--- src/rtl/lif_sweep_scheduler.sv ---
// rtl/lif_sweep_scheduler.sv - time-multiplexed 4-bit LIF neuron sweep with indexed spike events (option: LIF_SCHED_RESET_ON_SPIKE_EN)
module lif_sweep_scheduler #(
    parameter int          N_NEURONS  = 4,
    parameter int          IDX_W      = 2,
    parameter int unsigned THRESHOLD  = 8,
    parameter int          LEAK_SHIFT = 1
) (
    input  logic                   clk,
    input  logic                   reset,
    input  logic                   start,
    input  logic [4*N_NEURONS-1:0] currents,
    output logic                   busy,
    output logic                   done,
    output logic                   spk_valid,
    output logic [IDX_W-1:0]       spk_idx,
    input  logic                   spk_ready,
    input  logic [IDX_W-1:0]       rd_idx,
    output logic [3:0]             rd_state
);

    typedef enum logic [1:0] {IDLE, RUN, FLUSH} state_t;

    localparam logic [3:0]       THR      = 4'(THRESHOLD);
    localparam logic [IDX_W-1:0] LAST_IDX = IDX_W'(N_NEURONS - 1);

    state_t           state, state_next;
    logic [IDX_W-1:0] idx, idx_next;
    logic [3:0]       mem   [N_NEURONS];
    logic [3:0]       cur_q [N_NEURONS];

    logic [3:0] old_state;
    logic [3:0] upd_state;
    logic [3:0] wr_state;
    logic       fire;
    logic       slot_free;
    logic       commit;
    logic       load_spike;
    logic       latch;
    logic       done_set;

    // Shared update datapath for the neuron currently addressed by idx.
    assign old_state = mem[idx];
    assign fire      = (old_state >= THR);
    assign upd_state = cur_q[idx] + (old_state >> LEAK_SHIFT);

`ifdef LIF_SCHED_RESET_ON_SPIKE_EN
    assign wr_state = fire ? 4'd0 : upd_state;
`else
    assign wr_state = upd_state;
`endif

    // A spike can be placed only if the output slot is empty or draining this cycle.
    assign slot_free  = !spk_valid || spk_ready;
    assign load_spike = commit && fire;
    assign busy       = (state != IDLE);
    assign rd_state   = mem[rd_idx];

    // Next-state logic: a firing neuron that cannot place its spike stalls the sweep.
    always_comb begin
        state_next = state;
        idx_next   = idx;
        commit     = 1'b0;
        latch      = 1'b0;
        done_set   = 1'b0;
        case (state)
            IDLE: begin
                if (start) begin
                    latch      = 1'b1;
                    idx_next   = '0;
                    state_next = RUN;
                end
            end
            RUN: begin
                if (!fire || slot_free) begin
                    commit = 1'b1;
                    if (idx == LAST_IDX) begin
                        idx_next   = '0;
                        state_next = FLUSH;
                    end else begin
                        idx_next = idx + 1'b1;
                    end
                end
            end
            FLUSH: begin
                if (slot_free) begin
                    done_set   = 1'b1;
                    state_next = IDLE;
                end
            end
            default: state_next = IDLE;
        endcase
    end

    // State register, sweep index and done pulse.
    always_ff @(posedge clk) begin
        if (!reset) begin
            state <= IDLE;
            idx   <= '0;
            done  <= 1'b0;
        end else begin
            state <= state_next;
            idx   <= idx_next;
            done  <= done_set;
        end
    end

    // Spike slot: a new load wins over a simultaneous accept, giving back-to-back events.
    always_ff @(posedge clk) begin
        if (!reset) begin
            spk_valid <= 1'b0;
            spk_idx   <= '0;
        end else if (load_spike) begin
            spk_valid <= 1'b1;
            spk_idx   <= idx;
        end else if (spk_valid && spk_ready) begin
            spk_valid <= 1'b0;
        end
    end

    // Membrane register file and latched current vector.
    always_ff @(posedge clk) begin
        if (!reset) begin
            for (int i = 0; i < N_NEURONS; i++) begin
                mem[i]   <= 4'd0;
                cur_q[i] <= 4'd0;
            end
        end else begin
            if (latch) begin
                for (int i = 0; i < N_NEURONS; i++) begin
                    cur_q[i] <= currents[4*i +: 4];
                end
            end
            if (commit) begin
                mem[idx] <= wr_state;
            end
        end
    end

endmodule

--- config.mk ---
export PLATFORM = sky130hd
export DESIGN_NAME = lif_sweep_scheduler
export DESIGN_NICKNAME = d
export VERILOG_FILES = /design/src/rtl/lif_sweep_scheduler.sv
export SDC_FILE = /design/constraint.sdc
export NUM_CORES = 1
export LEC_CHECK = 0
export CAP_MARGIN = 20
export CORE_UTILIZATION = 53
export DETAILED_ROUTE_END_ITERATION = 10
export GPL_ROUTABILITY_DRIVEN = 0
export PLACE_DENSITY_LB_ADDON = 0.3
export SLEW_MARGIN = 15
export SYNTH_ARGS = -nofsm -noshare
export SYNTH_HDL_FRONTEND = slang
export SYNTH_SLANG_ARGS = --single-unit
--- constraint.sdc ---
create_clock -name clk -period 3.3 [get_ports clk]
set_input_delay 0.33 -clock clk [delete_from_list [all_inputs] [get_ports clk]]
set_output_delay 0.33 -clock clk [all_outputs]
set_load 0.01 [all_outputs]
==> results of run 1 <==
area by class of cell:
type | count | share of cell area, %
clock inverter | 1 | 0.205
inverter | 4 | 0.614
sequential | 42 | 47.5
multi-input combinational | 93 | 33.1
tap | 48 | 2.46
clock buffer | 7 | 3.53
timing repair buffer | 31 | 12.6
power breakdown:
part	internal, mW	switching, mW
Clock	0.169	0.170
Sequential	0.606	0.0213
Combinational	0.0894	0.0803
Total	0.864	0.272
state kept, by name, indices dropped and copies added (netlist names), named ones only:
name       flops
idx            2
state          2
done           1
mem           16
spk_valid      1
spk_idx        2
cur_q         16
cells by family (layout without fill, tap and decap cells):
kind of cell | count (synthesis) | in the layout | share of synthesized area [%]
buffers and inverters | 14 | 43 | 3.43
multiplexers | 15 | 15 | 15.1
adder cells (fa/ha/maj) | 5 | 5 | 3.43
flip-flops | 42 | 42 | 56.9
XOR/XNOR | 2 | 2 | 0.858
AND/OR/NAND/NOR | 58 | 58 | 15.3
AO/OA/AOI/OAI | 13 | 13 | 5.03
Yosys cell counts, drive strengths merged (2+ instances only):
master and count:
and3 16, nand2 9, nor2 9, edfxtp 32
clkbuf 7, o21ai 3, mux2 3, nand2b 4
dfxtp 10, buf 3, ha 4, mux2i 2
nand3 7, xor2 2, nor3 5, inv 4
o31ai 3, nor2b 2, nor3b 2, a21oi 2
mux4 10
metrics by stage:
step	setup WS (ns)	hold slack, ns	cell area [um^2]	instances
after global routing	0.527	0.506	2450	226
after global placement	0.806	0.452	2350	218
after detailed placement	0.662	0.460	2350	218
final	0.657	0.470	2450	226
after floorplan	1.04	0.483	2040	149
after CTS	0.638	0.475	2450	226
worst max-delay path by stage:
stage               slack, ns       from  depth (start not counted)                      end
global route             0.53  flip-flop                          6  mem[1][3]$_SDFFCE_PN0P_
global placement         0.81  flip-flop                          6  mem[1][3]$_SDFFCE_PN0P_
floorplan                1.04  flip-flop                          7  mem[1][3]$_SDFFCE_PN0P_
finish                   0.66  flip-flop                          6  mem[1][3]$_SDFFCE_PN0P_
detailed placement       0.66  flip-flop                          6  mem[1][3]$_SDFFCE_PN0P_
CTS                      0.64  flip-flop                          6  mem[1][3]$_SDFFCE_PN0P_
routing by layer:
layer,routed length [um],vias to the layer above,share of wire (%),GRT usage (%)
met2,1980,33,51,34.7
met4,44,0,1.1,7.95
li1,-,629,-,-
met3,168,4,4.4,4.64
met5,0,-,0,0
met1,1670,626,43,25.5
critical path: cells and delay by family (launching register included):
kind / cells / cell delay, ns
AO/OA/AOI/OAI: 2 / 0.37
XOR/XNOR: 1 / 0.31
adder cells (fa/ha/maj): 1 / 0.33
flip-flops: 1 / 0.58
multiplexers: 1 / 0.68
AND/OR/NAND/NOR: 1 / 0.11
cell usage in the layout (no fill, tap or decap):
cell / n
o21ai_0: 3
clkbuf_1: 1
mux4_2: 4
a21o_1: 1
nor3b_1: 2
clkinv_2: 1
nor2b_1: 2
a221oi_4: 1
and3b_1: 1
and3_1: 16
fa_1: 1
edfxtp_1: 32
xor2_1: 2
and2_1: 1
a22oi_1: 1
a21boi_0: 1
a21oi_1: 2
o31ai_1: 3
buf_4: 1
ha_1: 4
mux2i_1: 2
inv_1: 4
and4b_1: 1
clkdlybuf4s50_1: 30
nor3_1: 5
nor2_1: 9
nor4_1: 1
mux2_4: 2
dfxtp_1: 10
a31oi_1: 1
mux2_2: 1
nand3_1: 7
nand2b_1: 4
clkbuf_8: 6
mux4_1: 6
nand2_1: 9
==> out/summary.txt, run 1 <==
Status = completed
CP Launch Type = flip-flop
Initial antenna violation count = 0
Number of synthesized flops with an enable pin = 32
Worst reg2reg endpoint = mem[1][3]$_SDFFCE_PN0P_
Initial cell density of the core = 55.4%
Data required, critical path = 3.33 ns
Clock Tree Buf Depth = 2
Slew Limit Fails = 0
Area of the multi-input gates = 811 um^2
Synthesis warning total = 0
PwrDens = 464 mW/mm^2
Mapped Cells = 149
GRT Resource Usage Total = 20.5%
Syn Nets = 176
Slowest stage cell on the critical path = mux4_1
H-tree depth = 2
1st-iter DRT viols = 73
Post-synthesis cell area = 0.00204 mm^2
Die Width = 64.1 um
I/O Pins = 31
Setup Skew = 0.00453 ns
Vias in the first global route = 1332
Final setup vio count = 0
Total grt overflow = 0
HP Class = reg -> reg
Critical path's largest stage delay = 0.68 ns
Area grow syn2layout = 19.8%
Worst EP arrival = 2.68 ns
Sequential share of the synthesized area = 56.9%
Die Y = 64.1 um
Yosys reg bits = 42
Synth area leaders = edfxtp_1, dfxtp_1, mux4_1
Synth top area share = 47.1%
Sinks on Clock Net = 42
Final Core Density = 66.3%
Via count = 1292
Clock slew at reported path FFs = 0.08 ns
Post-route ant nets = 0
Vias per cell = 5.72
WHS Endpoint = spk_idx[0]$_SDFFE_PN0P_
Yosys cell types = 35
Max-cap violations = 0
Fmax = 378 MHz
RSZ-0062 raised after global routing = no
Dpl hpwl = 2840 um
Worst-path fanout max = 9
Final hold violation count = 0
Ant diodes = 0
Hold Crit Start = spk_idx[0]$_SDFFE_PN0P_
Slew Limit Headroom = 48.2%
Clock latency on the worst-skew pair = 0.29 ns
Port Buffers = 30
Routed wire length = 3860 um
Worst vdd ir = 0.353 mV
CTS buffer count = 5
Syn avg cell area = 13.7 um^2
First-pass GRT wire length = 6230 um
Cells on worst reg2reg path = 6
Largest net degree at the start of global routing = 36
Hold path depth = 2
Worst-margin pin slew = 0.770 ns
Post-CTS Repair Setup Buffers = 0
DR pass1 iterations = 4
Sequential standard cell area = 0.00116 mm^2
Post-synth top area cell = edfxtp_1
Min cycle time layout = 2.64 ns
Most used DFF post-synth = edfxtp_1
Static leakage power = 0.995 nW
Root buf cell = clkbuf_8
TritonCTS clock tree = built
Rows = 22
Setup TNS = 0 ns
Placeable Area = 0.00369 mm^2
Total power = 1.14 mW
Fill cells = 292
Crit-path cells = mux4_1 -> ha_1 -> a21o_1 -> a21oi_1 -> xor2_1 -> nor3_1
CTS Hold Bufs = 0
R2r setup slk = 0.66 ns
Asr flop ratio synth = 0%
Nets = 204
Critical path capture point type = flip-flop
Layout cells sized above 1 = 8.99%
Die ar. = 0.00410 mm^2
Wire per inst = 17.1 um
Crit path kind = reg -> reg
Fin crit share = 80.1%
Residual DRC = 0
# resized after CTS = 0
Note: power is estimated with default switching activity, not from simulation.
==> inputs of run 2 (changes only) <==
Settings changed: CORE_UTILIZATION 53 to 48.
Clock period 3.3 ns to 2.27 ns, I/O delays scaled along.
==> run 2 against run 1 <==
Compared with the run above:
- maximum frequency grew 20%
- critical path depth stayed put
- routed wire length is 6.3% higher
- die area increased by 10%
- global-route usage decreased by 0.28 points
- core utilization fell by 1.6 points
- sequential share of layout area down 2.7 points
- clock power grew 72%
- critical path type unchanged
- combinational power is 81% higher
- count of clock-buffer cells in the layout shrank 1
- cell area grew 6.5%
==> out/summary.txt, run 2 (synthesis gave the netlist of run 1 again) <==
Die Y = 67.2 um
Commonest cells after routing, fill and taps aside = edfxtp_1, clkdlybuf4s50_1, and3_1, buf_4, nand2_1
Fmax = 453 MHz
Root buf cell = clkbuf_8
Clk pwr share = 32.3%
Vias in the first global route = 1371
I/O Pins = 31
Final hold violation count = 0
Largest registers = cur_q (16), mem (16)
Sequential standard cell area = 0.00117 mm^2
Fin crit share = 97.2%
TritonCTS clock tree = built
Fill cells = 309
Largest net degree at the start of global routing = 20
Worst vdd ir = 0.407 mV
Initial cell density of the core = 50.7%
Post-route ant nets = 0
Ant diodes = 0
Die ar. = 0.00452 mm^2
Data required, critical path = 2.31 ns
Total power = 1.80 mW
Clock slew at reported path FFs = 0.08 ns
Gate power share = 17.0%
H-tree depth = 2
GRT Resource Usage Total = 20.2%
P_sw = 0.428 mW
Status = completed
Hold_ws = 0.485 ns
Slew Limit Headroom = 63.4%
Nets = 217
Static leakage power = 1.05 nW
Placed cell areas = 0.00245 mm^2
Slew Limit Fails = 0
CTS Hold Bufs = 0
First-pass GRT wire length = 6400 um
Worst EP arrival = 2.25 ns
Die Width = 67.2 um
Worst-margin pin slew = 0.547 ns
Vias per cell = 5.77
Rows = 23
Cell Int Power = 1.38 mW
Final Cell Area = 0.00261 mm^2
Area grow syn2layout = 27.6%
Critical path capture point type = flip-flop
Wire per inst = 17.0 um
CP Launch Type = flip-flop
Placeable Area = 0.00403 mm^2
Setup TNS = 0 ns
Initial antenna violation count = 0
Dpl hpwl = 3060 um
1st-iter DRT viols = 99
Final setup vio count = 0
Sinks on Clock Net = 42
Sw frac = 23.7%
Layout cells sized above 1 = 23.0%
Area of the multi-input gates = 847 um^2
Total grt overflow = 0
Most common cell after layout, fill and taps aside = edfxtp_1
Clock Tree Buf Depth = 2
Port Buffers = 30
Setup Skew = 0.00731 ns
Via count = 1390
Crit path kind = reg -> reg
Worst-path fanout max = 4
DR pass1 iterations = 6
CTS buffer count = 5
Min cycle time layout = 2.21 ns
HP Class = reg -> reg
Clock latency on the worst-skew pair = 0.30 ns
PwrDens = 692 mW/mm^2
Seq pwr share = 50.6%
Max-cap violations = 0
Residual DRC = 0
Routed wire length = 4100 um
run 2: worst paths after layout:
kind	slack (ns)	depth (start not counted)	endpoint	start
setup / recovery	0.06	6	mem[1][3]$_SDFFCE_PN0P_	mem[3][2]$_DFFE_PP_
hold / removal	0.48	2	spk_idx[1]$_SDFFE_PN0P_	spk_idx[1]$_SDFFE_PN0P_
setup reg to reg	0.06	6	mem[1][3]$_SDFFCE_PN0P_	mem[3][2]$_DFFE_PP_
hold reg to reg	0.48	2	spk_idx[1]$_SDFFE_PN0P_	spk_idx[1]$_SDFFE_PN0P_
run 2: per-stage QoR:
step                worst slack [ns]  util, %  instances
CTS                          0.00589     63.7        241
global placement             -0.0308     60.9        233
finish                        0.0632     64.7        241
detailed placement            -0.141     60.9        233
global route                 -0.0280     64.7        241
floorplan                    0.00635        -        149
run 2: layout make-up:
cell class | count | share of cell area (%)
Tap cell | 50 | 2.40
Clock buffer | 6 | 2.78
Inverter | 4 | 0.576
Sequential cell | 42 | 44.7
Timing Repair Buffer | 44 | 15.6
Multi-Input combinational cell | 93 | 32.5
Clock inverter | 2 | 1.44
run 2: critical path, cell delays in order (launching register included):
cell and delay (ns):
edfxtp_1 0.42, mux4_2 0.51, ha_1 0.33, a21o_1 0.17, a21oi_2 0.16, xor2_2 0.26, nor3_2 0.09
run 2: layer usage:
| metal | track usage, % | wire [um] |
|---|---|---|
| met1 | 22.7 | 1530 |
| met2 | 35.6 | 2180 |
| met3 | 5.57 | 251 |
| met4 | 9.04 | 144 |
| met5 | 0 | 0 |
run 2: power groups by stage:
stage                     Sequential (mW)  Clock [mW]  Combinational (mW)
after floorplan                     0.909           0               0.165
after global placement              0.925           0               0.263
after detailed placement            0.929           0               0.278
after CTS                           0.913       0.596               0.280
after global routing                0.920       0.628               0.332
final                               0.914       0.584               0.307
run 2: repair_timing:
action / CTS / global route
buffers inserted: 0 / 0
pin swaps: 1 / 5
hold endpoints to repair: 0 / 0
endpoints found under the setup margin: 8 / 8
resized for setup: 5 / 11
==> inputs of run 3 (changes only) <==
Settings changed: CTS_CLUSTER_DIAMETER set to 100.
==> results of run 3 <==
Same layout as run 2: the final DEF is identical, and so are final timing and power.
